## src/rtl/cordic_sched_if.sv

```systemverilog
// Requester and engine signals of the shared CORDIC scheduler.
// The scheduler is the slave; clients and the engine together form the master side.
interface cordic_sched_if #(
  parameter int NREQ = 4,
  parameter int IDW  = 2
);
  logic [NREQ-1:0]   req;
  logic [8*NREQ-1:0] theta_in;
  logic [8*NREQ-1:0] x_in;
  logic [8*NREQ-1:0] y_in;
  logic [NREQ-1:0]   grant;
  logic [NREQ-1:0]   done;
  logic [15:0]       res_ax;
  logic [15:0]       res_ay;
  logic [IDW-1:0]    res_id;
  logic              busy;
  logic              eng_load;
  logic [7:0]        eng_theta;
  logic [7:0]        eng_x;
  logic [7:0]        eng_y;
  logic [15:0]       eng_ax;
  logic [15:0]       eng_ay;

  modport master (
    output req, theta_in, x_in, y_in, eng_ax, eng_ay,
    input  grant, done, res_ax, res_ay, res_id, busy,
           eng_load, eng_theta, eng_x, eng_y
  );

  modport slave (
    input  req, theta_in, x_in, y_in, eng_ax, eng_ay,
    output grant, done, res_ax, res_ay, res_id, busy,
           eng_load, eng_theta, eng_x, eng_y
  );
endinterface

```

## src/rtl/cordic_sched.sv

```systemverilog
// Round-robin scheduler sharing one CORDIC rotation engine among NREQ clients.
// One job per ITER+4 cycles: IDLE (arbitrate), LOAD, ITER+1 RUN cycles, DONE.
// done and res_* become visible together, in the cycle after the DONE state.
module cordic_sched #(
  parameter int NREQ = 4,
  parameter int IDW  = 2,
  parameter int ITER = 8
) (
  input logic           Clk,
  input logic           reset,
  cordic_sched_if.slave bus
);
  localparam logic [1:0] IDLE = 2'd0;
  localparam logic [1:0] LOAD = 2'd1;
  localparam logic [1:0] RUN  = 2'd2;
  localparam logic [1:0] DONE = 2'd3;

  localparam logic [3:0]      CNT_END = 4'(ITER);
  localparam logic [IDW-1:0]  LAST    = IDW'(NREQ - 1);
  localparam logic [NREQ-1:0] ONE     = NREQ'(1);

  logic [1:0]            state;
  logic [3:0]            cnt;
  logic [IDW-1:0]        rr_ptr;
  logic [IDW-1:0]        g;
  logic [IDW-1:0]        win;
  logic                  found;
  logic [2*NREQ-1:0]     req_dbl;
  logic [NREQ-1:0]       req_rot;
  logic [NREQ-1:0][7:0]  th_v, x_v, y_v;

  // per-requester byte lanes of the flat operand buses
  assign th_v = bus.theta_in;
  assign x_v  = bus.x_in;
  assign y_v  = bus.y_in;

  // rotate requests so bit 0 is the requester at rr_ptr; wrap comes for free
  assign req_dbl = {bus.req, bus.req} >> rr_ptr;
  assign req_rot = req_dbl[NREQ-1:0];

  assign bus.eng_load = (state == LOAD);
  assign bus.busy     = (state != IDLE);

  // first pending requester at or after rr_ptr, modulo NREQ
  always_comb begin
    win   = '0;
    found = 1'b0;
    for (int k = 0; k < NREQ; k++) begin
      if (!found && req_rot[k]) begin
        found = 1'b1;
        win   = IDW'((int'(rr_ptr) + k) % NREQ);
      end
    end
  end

  // job FSM: operands latched once at grant, result captured on exit from DONE
  always_ff @(posedge Clk) begin
    if (reset) begin
      state         <= IDLE;
      cnt           <= '0;
      rr_ptr        <= '0;
      g             <= '0;
      bus.grant     <= '0;
      bus.done      <= '0;
      bus.eng_theta <= '0;
      bus.eng_x     <= '0;
      bus.eng_y     <= '0;
      bus.res_ax    <= '0;
      bus.res_ay    <= '0;
      bus.res_id    <= '0;
    end else begin
      bus.done <= '0;
      case (state)
        IDLE: begin
          if (found) begin
            state         <= LOAD;
            g             <= win;
            bus.grant     <= ONE << win;
            bus.eng_theta <= th_v[win];
            bus.eng_x     <= x_v[win];
            bus.eng_y     <= y_v[win];
          end
        end
        LOAD: begin
          cnt   <= '0;
          state <= RUN;
        end
        RUN: begin
          // ITER iterations plus one cycle for the engine output register
          if (cnt == CNT_END) state <= DONE;
          else                cnt   <= cnt + 4'd1;
        end
        DONE: begin
          bus.res_ax <= bus.eng_ax;
          bus.res_ay <= bus.eng_ay;
          bus.res_id <= g;
          bus.done   <= bus.grant;
          bus.grant  <= '0;
          rr_ptr     <= (g == LAST) ? '0 : g + 1'b1;
          state      <= IDLE;
        end
        default: state <= IDLE;
      endcase
    end
  end
endmodule

```

## src/flat_wrapper.sv

```systemverilog
// flat-port wrapper written by rule: the top's interface ports become plain ports
module cordic_sched_flat 
#(
  parameter int NREQ = 4,
  parameter int IDW  = 2,
  parameter int ITER = 8
)
  (Clk, reset, bus_req, bus_theta_in, bus_x_in, bus_y_in, bus_eng_ax, bus_eng_ay, bus_grant, bus_done, bus_res_ax, bus_res_ay, bus_res_id, bus_busy, bus_eng_load, bus_eng_theta, bus_eng_x, bus_eng_y);
  cordic_sched_if #(.NREQ(NREQ), .IDW(IDW)) bus_i ();
  input logic Clk;
  input logic reset;
  input wire logic [$bits(bus_i.req)-1:0] bus_req;
  input wire logic [$bits(bus_i.theta_in)-1:0] bus_theta_in;
  input wire logic [$bits(bus_i.x_in)-1:0] bus_x_in;
  input wire logic [$bits(bus_i.y_in)-1:0] bus_y_in;
  input wire logic [$bits(bus_i.eng_ax)-1:0] bus_eng_ax;
  input wire logic [$bits(bus_i.eng_ay)-1:0] bus_eng_ay;
  output wire logic [$bits(bus_i.grant)-1:0] bus_grant;
  output wire logic [$bits(bus_i.done)-1:0] bus_done;
  output wire logic [$bits(bus_i.res_ax)-1:0] bus_res_ax;
  output wire logic [$bits(bus_i.res_ay)-1:0] bus_res_ay;
  output wire logic [$bits(bus_i.res_id)-1:0] bus_res_id;
  output wire logic [$bits(bus_i.busy)-1:0] bus_busy;
  output wire logic [$bits(bus_i.eng_load)-1:0] bus_eng_load;
  output wire logic [$bits(bus_i.eng_theta)-1:0] bus_eng_theta;
  output wire logic [$bits(bus_i.eng_x)-1:0] bus_eng_x;
  output wire logic [$bits(bus_i.eng_y)-1:0] bus_eng_y;
  assign bus_i.req = bus_req;
  assign bus_i.theta_in = bus_theta_in;
  assign bus_i.x_in = bus_x_in;
  assign bus_i.y_in = bus_y_in;
  assign bus_i.eng_ax = bus_eng_ax;
  assign bus_i.eng_ay = bus_eng_ay;
  assign bus_grant = bus_i.grant;
  assign bus_done = bus_i.done;
  assign bus_res_ax = bus_i.res_ax;
  assign bus_res_ay = bus_i.res_ay;
  assign bus_res_id = bus_i.res_id;
  assign bus_busy = bus_i.busy;
  assign bus_eng_load = bus_i.eng_load;
  assign bus_eng_theta = bus_i.eng_theta;
  assign bus_eng_x = bus_i.eng_x;
  assign bus_eng_y = bus_i.eng_y;
  cordic_sched #(.NREQ(NREQ), .IDW(IDW), .ITER(ITER)) u_core (.Clk(Clk), .reset(reset), .bus(bus_i));
endmodule
```

## config.mk

```make
export PLATFORM = sky130hd
export DESIGN_NAME = cordic_sched_flat
export DESIGN_NICKNAME = d
export VERILOG_FILES = /design/src/rtl/cordic_sched_if.sv /design/src/rtl/cordic_sched.sv /design/src/flat_wrapper.sv
export SDC_FILE = /design/constraint.sdc
export NUM_CORES = 1
export LEC_CHECK = 0
export ABC_AREA = 1
export CORE_MARGIN = 10
export CORE_UTILIZATION = 40
export DETAILED_ROUTE_END_ITERATION = 6
export PLACE_DENSITY = 0.81
export SETUP_SLACK_MARGIN = 0.15
export SLEW_MARGIN = 20
export SYNTH_ARGS = -nofsm -noshare
export SYNTH_HDL_FRONTEND = slang
export SYNTH_SLANG_ARGS = --single-unit
```

## constraint.sdc

```tcl
create_clock -name Clk -period 2.47 [get_ports Clk]
set_input_delay 0.494 -clock Clk [delete_from_list [all_inputs] [get_ports Clk]]
set_output_delay 0.494 -clock Clk [all_outputs]
set_load 0.01 [all_outputs]
```

==> After elaboration in Yosys (flattened, before gate mapping) <==
Index checks and enable logic that the tools add are counted.
{ "classes": {"n_lt_le_gt_ge": 1, "eq_ne": 8, "addsub": 5, "shift": 2, "bitwise": 1, "reduce_logical": 15, "mux": 22} }
{ "ops": {"columns": ["op", "count"], "rows": [
  ["8-bit binary-select mux with 2-bit select", 3],
  ["8-bit 2-to-1 mux", 3],
  ["4-bit one-hot mux with 2 select lines", 2],
  ["2-bit 2-to-1 mux", 7],
  ["4-bit 2-to-1 mux", 2],
  ["2-bit one-hot mux with 4 select lines", 1],
  ["2-bit AND reduction", 4],
  ["8-bit by 2-bit >> shifter with 4-bit output", 1],
  ["2-bit equality test, second input constant", 3],
  ["2-bit nonzero test", 3],
  ["2-bit by 1-bit adder with 2-bit output, second input constant", 2],
  ["2-bit adder, second input constant", 2],
  ["4-bit by 1-bit adder with 4-bit output, second input constant", 1],
  ["4-bit equality test, second input constant", 1],
  ["1-bit 2-to-1 mux", 4],
  ["2-bit by 1-bit inequality test with 1-bit output, second input constant", 2],
  ["1-bit by 2-bit left shift with 4-bit output, first input constant", 1],
  ["1-bit logical AND", 3],
  ["1-bit logical NOT", 3],
  ["2-bit by 3-bit < comparator with 1-bit output, second input constant", 1],
  ["2-bit by 1-bit equality test with 1-bit output, second input constant", 1],
  ["2-bit logical NOT", 1],
  ["2-bit inequality test, second input constant", 1],
  ["2-bit OR reduction", 1],
  ["1-bit NOT", 1]
]} }
{ "totals": {"word_cells": 66, "output_inout_bits": 68, "in_bits": 134, "ff_bits": 76} }

==> Logic depth before layout (Yosys ltp) <==
{ "logic_depth": {"ltp_word": 14, "depth_mapped": 15, "mapped_depth_nobuf": 14} }

==> Least setup slack after synthesis <==
Ideal clock, no wire load.
{ "synth_path": {"path_type": "input to register", "startpoint": "input port bus_req[1]", "endpoint": "register u_core.bus.eng_theta[0] (netlist bit)", "cell_stages": 13, "path_buffers": 1, "setup_ns": 0.117, "required_ns": 2.353, "path_slack_ns": 0.661, "t_arrival_ns": 1.692, "cell_sequence": "inv_1 -> nand2_1 -> nand3_1 -> nand2_2 -> nor2_4 -> nand3_1 -> nor2_2 -> nor2_8 -> buf_6 -> nand3_1 -> nand3_1 -> nor2_1 -> nor2_1"} }
{ "synth_via": {"elab_chain_len": 13, "word_cells_on_any_way": 18, "cone_classes": "shift (1); mux (10); reduce/logical (7)"} }
{ "synth_lines": {"columns": ["element", "line_no", "text"], "rows": [
  ["from (decl)", "flat_wrapper.sv:12", "input wire logic [$bits(bus_i.req)-1:0] bus_req;"],
  ["8-bit by 2-bit >> shifter with 4-bit output *", "cordic_sched.sv:38", "assign req_dbl = {bus.req, bus.req} >> rr_ptr;"],
  ["1-bit 2-to-1 mux", "cordic_sched.sv:49", "if (!found && req_rot[k]) begin"],
  ["1-bit logical NOT", "cordic_sched.sv:49", null],
  ["1-bit logical AND", "cordic_sched.sv:49", null],
  ["1-bit 2-to-1 mux", "cordic_sched.sv:49", null],
  ["1-bit logical NOT", "cordic_sched.sv:49", null],
  ["1-bit logical AND", "cordic_sched.sv:49", null],
  ["1-bit 2-to-1 mux", "cordic_sched.sv:49", null],
  ["1-bit logical NOT", "cordic_sched.sv:49", null],
  ["1-bit logical AND", "cordic_sched.sv:49", null],
  ["2-bit 2-to-1 mux", "cordic_sched.sv:49", null],
  ["8-bit binary-select mux with 2-bit select", "cordic_sched.sv:79", "bus.eng_theta <= th_v[win];"],
  ["8-bit 2-to-1 mux (implied by the code)", "cordic_sched.sv:79", null],
  ["to (signal assigned)", "cordic_sched.sv:79", null],
  ["to (decl)", "cordic_sched_if.sv:33", "eng_load, eng_theta, eng_x, eng_y"]
]} }
Mark *: on every way between the ends. The rest lies on a longest branch, timed or not. The select of a mux whose other input is x is not followed.
A chain may end at the register's enable or synchronous reset.

==> Final worst setup path <==
{ "layout_path": {"startpoint": "input port bus_req[1]", "endpoint": "register u_core.bus.eng_x[1] (netlist bit)"} }
{ "layout_via": {"elab_chain_len": 13, "word_cells_on_any_way": 18, "cone_classes": "shift (1); mux (10); reduce/logical (7)"} }
{ "layout_lines": {"columns": ["element", "line_no", "text"], "rows": [
  ["8-bit by 2-bit >> shifter with 4-bit output *", "cordic_sched.sv:38", null],
  ["1-bit 2-to-1 mux", "cordic_sched.sv:49", null],
  ["1-bit logical NOT", "cordic_sched.sv:49", null],
  ["1-bit logical AND", "cordic_sched.sv:49", null],
  ["1-bit 2-to-1 mux", "cordic_sched.sv:49", null],
  ["1-bit logical NOT", "cordic_sched.sv:49", null],
  ["1-bit logical AND", "cordic_sched.sv:49", null],
  ["1-bit 2-to-1 mux", "cordic_sched.sv:49", null],
  ["1-bit logical NOT", "cordic_sched.sv:49", null],
  ["1-bit logical AND", "cordic_sched.sv:49", null],
  ["2-bit 2-to-1 mux", "cordic_sched.sv:49", null],
  ["8-bit binary-select mux with 2-bit select", "cordic_sched.sv:80", "bus.eng_x <= x_v[win];"],
  ["8-bit 2-to-1 mux (implied by the code)", "cordic_sched.sv:80", null],
  ["to (signal assigned)", "cordic_sched.sv:80", null],
  ["to (decl)", "cordic_sched_if.sv:33", null]
]} }
Marks and branches as above.

==> results.cfg <==
[drt]
postRouteAntennaNets = 0
wl_um = 14500
vias_per_cell = 5.13
drcViolationCount = 0
vias = 4678
drt-pass1-iter-count = 7
routedWlPerCell_um = 15.9
drt_iter0_drc = 442

[pwr]
switchingPower_w = 0.00267
peakVddDrop_mv = 0.508
power_switching_share_pct = 40.6
p_comb_share_pct = 57.2
p_int_w = 0.00391
p_leak_nw = 2.70
powerDensity_nw_per_um2 = 1020
p_clk_share_pct = 16.3
pwr-share-seq_pct = 26.5

[floorplan]
io_pins = 202
die_area_um2 = 14100
core_area_um2 = 9640
rows = 36
initial_core_util_pct = 40.6
die_height_um = 119
dieWidth_um = 119

[placed_design]
place.gp.congestion = 0.896
dpl-instance-area_um2 = 6150
port_buffers = 201
dp.cells = 896
preCtsSetupSlack_ns = -0.122
dp_hpwl_um = 11300

[worst_setup_path]
cp_max_fo = 21
criticalPathCategory = in -> reg
required_ns = 2.71
start_kind = input port
worstSetupEndpointType = flop
critPathArrivalTime_ns = 2.46
ff2ff_setup_slack_ns = 0.29
reg2reg_to = u_core.bus.eng_y[0]
rr_worst_depth = 13
r2r-start = u_core.rr_ptr[1]
cp-endpoint = u_core.bus.eng_x[1]
worstSetupStartpoint = bus_req[1]

[yosys]
synthArstFlopShare_pct = 0
syn-num-nets = 719
synth_edf_count = 0
syn_area_um2 = 3920
synth-seq-cells = 76
netlist_instances = 578
yosys.area.top_type_share_pct = 38.9
synth_top_cell_by_area = dfxtp_1
synth.area.top_cells = dfxtp_1, nand3_1, nor2_1
syn_area_per_cell_um2 = 6.77
synth.distinct_cells = 28
synth_seq_area_share_pct = 38.9
ys.flop_type = dfxtp_1
yosys_warnings = 0

[clocking]
cts_resized = 0
clkTransAtPathRegs_ns = 0.08
post_cts_buffers = 0
clock_latency_ns = 0.35
ctsHoldBuffers = 0
cts_htree_levels = 3
cts_tree = built
cts_buffers = 9
clkSinkCount = 76
cts_root_buf = clkbuf_8
cts_buffer_depth = 2

[sta]
slew_headroom_pct = 58.6
setup_violations = 0
slew_violations = 0
setup_tns_ns = 0
clock_skew_ns = 0.00605
fin_crit_sh_pct = 90.0
clock.fmax_mhz = 450
period_minus_slack_ns = 2.22
worst_pin_slew_ns = 0.620
fin_ws_ns = 0.248
rsz0062_at_grt = false
hold_violations = 0

[hold_path]
holdCritPathClass = reg -> reg

[global_route]
grt_max_degree = 65
grtUsageTotal_pct = 19.7
grt_antenna_before_repair = 0
grt_pass1_vias = 4635
grt_remaining_overflow = 0
grt_pass1_wl_um = 23200

[final_layout]
syn2layout_area_growth_pct = 64.1
utilization_pct = 66.7
final_cell_area_um2 = 6430
layout-drive-gt1-share_pct = 8.09
multi_input_area_um2 = 2130
regArea_um2 = 1520
antennaDiodeCount = 0
layout.cells.non_filler = 912
fill_cells = 837
nets = 916

[flow_run]
drv_cap = 0

[status]
outcome = complete, no violations
[kinds of logic after synthesis]
kind of cell    share of synthesized area, %
compound gates                          10.6
fa+ha+maj                               2.24
flops                                   38.9
xor+xnor                               0.448
simple gates                            40.1
buf+inv                                 7.77
[final cells by class]
type / instances / share of cell area (%)
timing repair buffer: 221 / 35.7
multi-input combinational: 444 / 33.2
sequential: 76 / 23.7
tap: 133 / 2.59
clock buffer: 11 / 2.36
inverter: 23 / 1.34
clock inverter: 4 / 1.13
[sequential cells by signal, indices dropped and copies added, names as in the netlist]
signal	flops
u_core.bus.res_ay	16
u_core.bus.eng_theta	8
u_core.bus.done	4
u_core.bus.eng_x	8
u_core.g	2
u_core.bus.res_ax	16
u_core.cnt	4
u_core.state	2
u_core.bus.grant	4
u_core.rr_ptr	2
u_core.bus.res_id	2
u_core.bus.eng_y	8
[worst min path at each step]
stage | endpoint | cells after the start | startpoint | slack [ns]
CTS | u_core.bus.done[3] | 2 | u_core.bus.grant[3] | 0.46
floorplan | u_core.bus.done[0] | 2 | u_core.bus.grant[0] | 0.46
global route | u_core.bus.done[3] | 2 | u_core.bus.grant[3] | 0.48
finish | u_core.bus.done[2] | 2 | u_core.bus.grant[2] | 0.46
global placement | u_core.bus.done[3] | 2 | u_core.bus.grant[3] | 0.45
detailed placement | u_core.bus.done[3] | 2 | u_core.bus.grant[3] | 0.45
[power groups by stage]
stage / clock, W / sequential (W) / combinational, W
2_1_floorplan: 0 / 0.00186 / 0.00204
3_5_place_dp: 0 / 0.00177 / 0.00370
5_1_grt: 0.00116 / 0.00179 / 0.00416
4_1_cts: 0.00109 / 0.00174 / 0.00371
6_report: 0.00107 / 0.00175 / 0.00376
3_3_place_gp: 0 / 0.00175 / 0.00361
[metal layers]
layer	global-route usage (%)	part of all wire, %	wire length [um]	vias up
li1	-	-	-	2303
met1	22.8	42	6060	2102
met2	32.6	47	6740	248
met3	8.12	9.9	1430	25
met4	6.11	1.7	253	0
met5	0	0	0	-
[cells in the mapped netlist, types with 2 or more instances]
cell type	count
buf_6	9
nand3_1	111
nor2_1	126
o21ai_0	64
inv_2	4
o21ai_1	2
inv_1	18
a21oi_1	14
buf_2	6
clkbuf_1	18
nand2_1	96
ha_1	7
nand3_2	4
dfxtp_1	76
nor2_8	2
nor2_4	3
nand2_2	2
nand4_1	3
nor2_2	3
buf_4	2
[per-stage QoR]
stage / hold slack, ns / power [W]
floorplan: 0.465 / 0.00389
global placement: 0.445 / 0.00536
detailed placement: 0.447 / 0.00547
CTS: 0.463 / 0.00655
global route: 0.479 / 0.00710
finish: 0.462 / 0.00658
[critical path: stages]
cell and delay (ns):
clkdlybuf4s50_1 0.46, inv_2 0.10, nand2_1 0.08, nand3_1 0.09
nand2_1 0.11, nor2_4 0.19, nand3_2 0.11, nor2_4 0.18
nor2_8 0.04, buf_12 0.15, buf_12 0.15, nand3_1 0.07
nand3_1 0.08, nor2_1 0.10, nor2_1 0.04
[placed cells by master, fill, tap and decap left out, types with 6 or more instances in the layout]
cell type | Yosys | layout
inv_2 | 4 | 6
o21ai_0 | 64 | 64
a21oi_1 | 14 | 13
dfxtp_1 | 76 | 75
ha_1 | 7 | 7
clkbuf_8 | 0 | 11
nand3_1 | 111 | 109
nand3_2 | 4 | 6
inv_1 | 18 | 16
nor2_1 | 126 | 126
clkdlybuf4s50_1 | 0 | 199
nor2_4 | 3 | 6
buf_4 | 2 | 10
buf_12 | 0 | 10
nand2_1 | 96 | 94
Power figures use the tool's default switching activity.
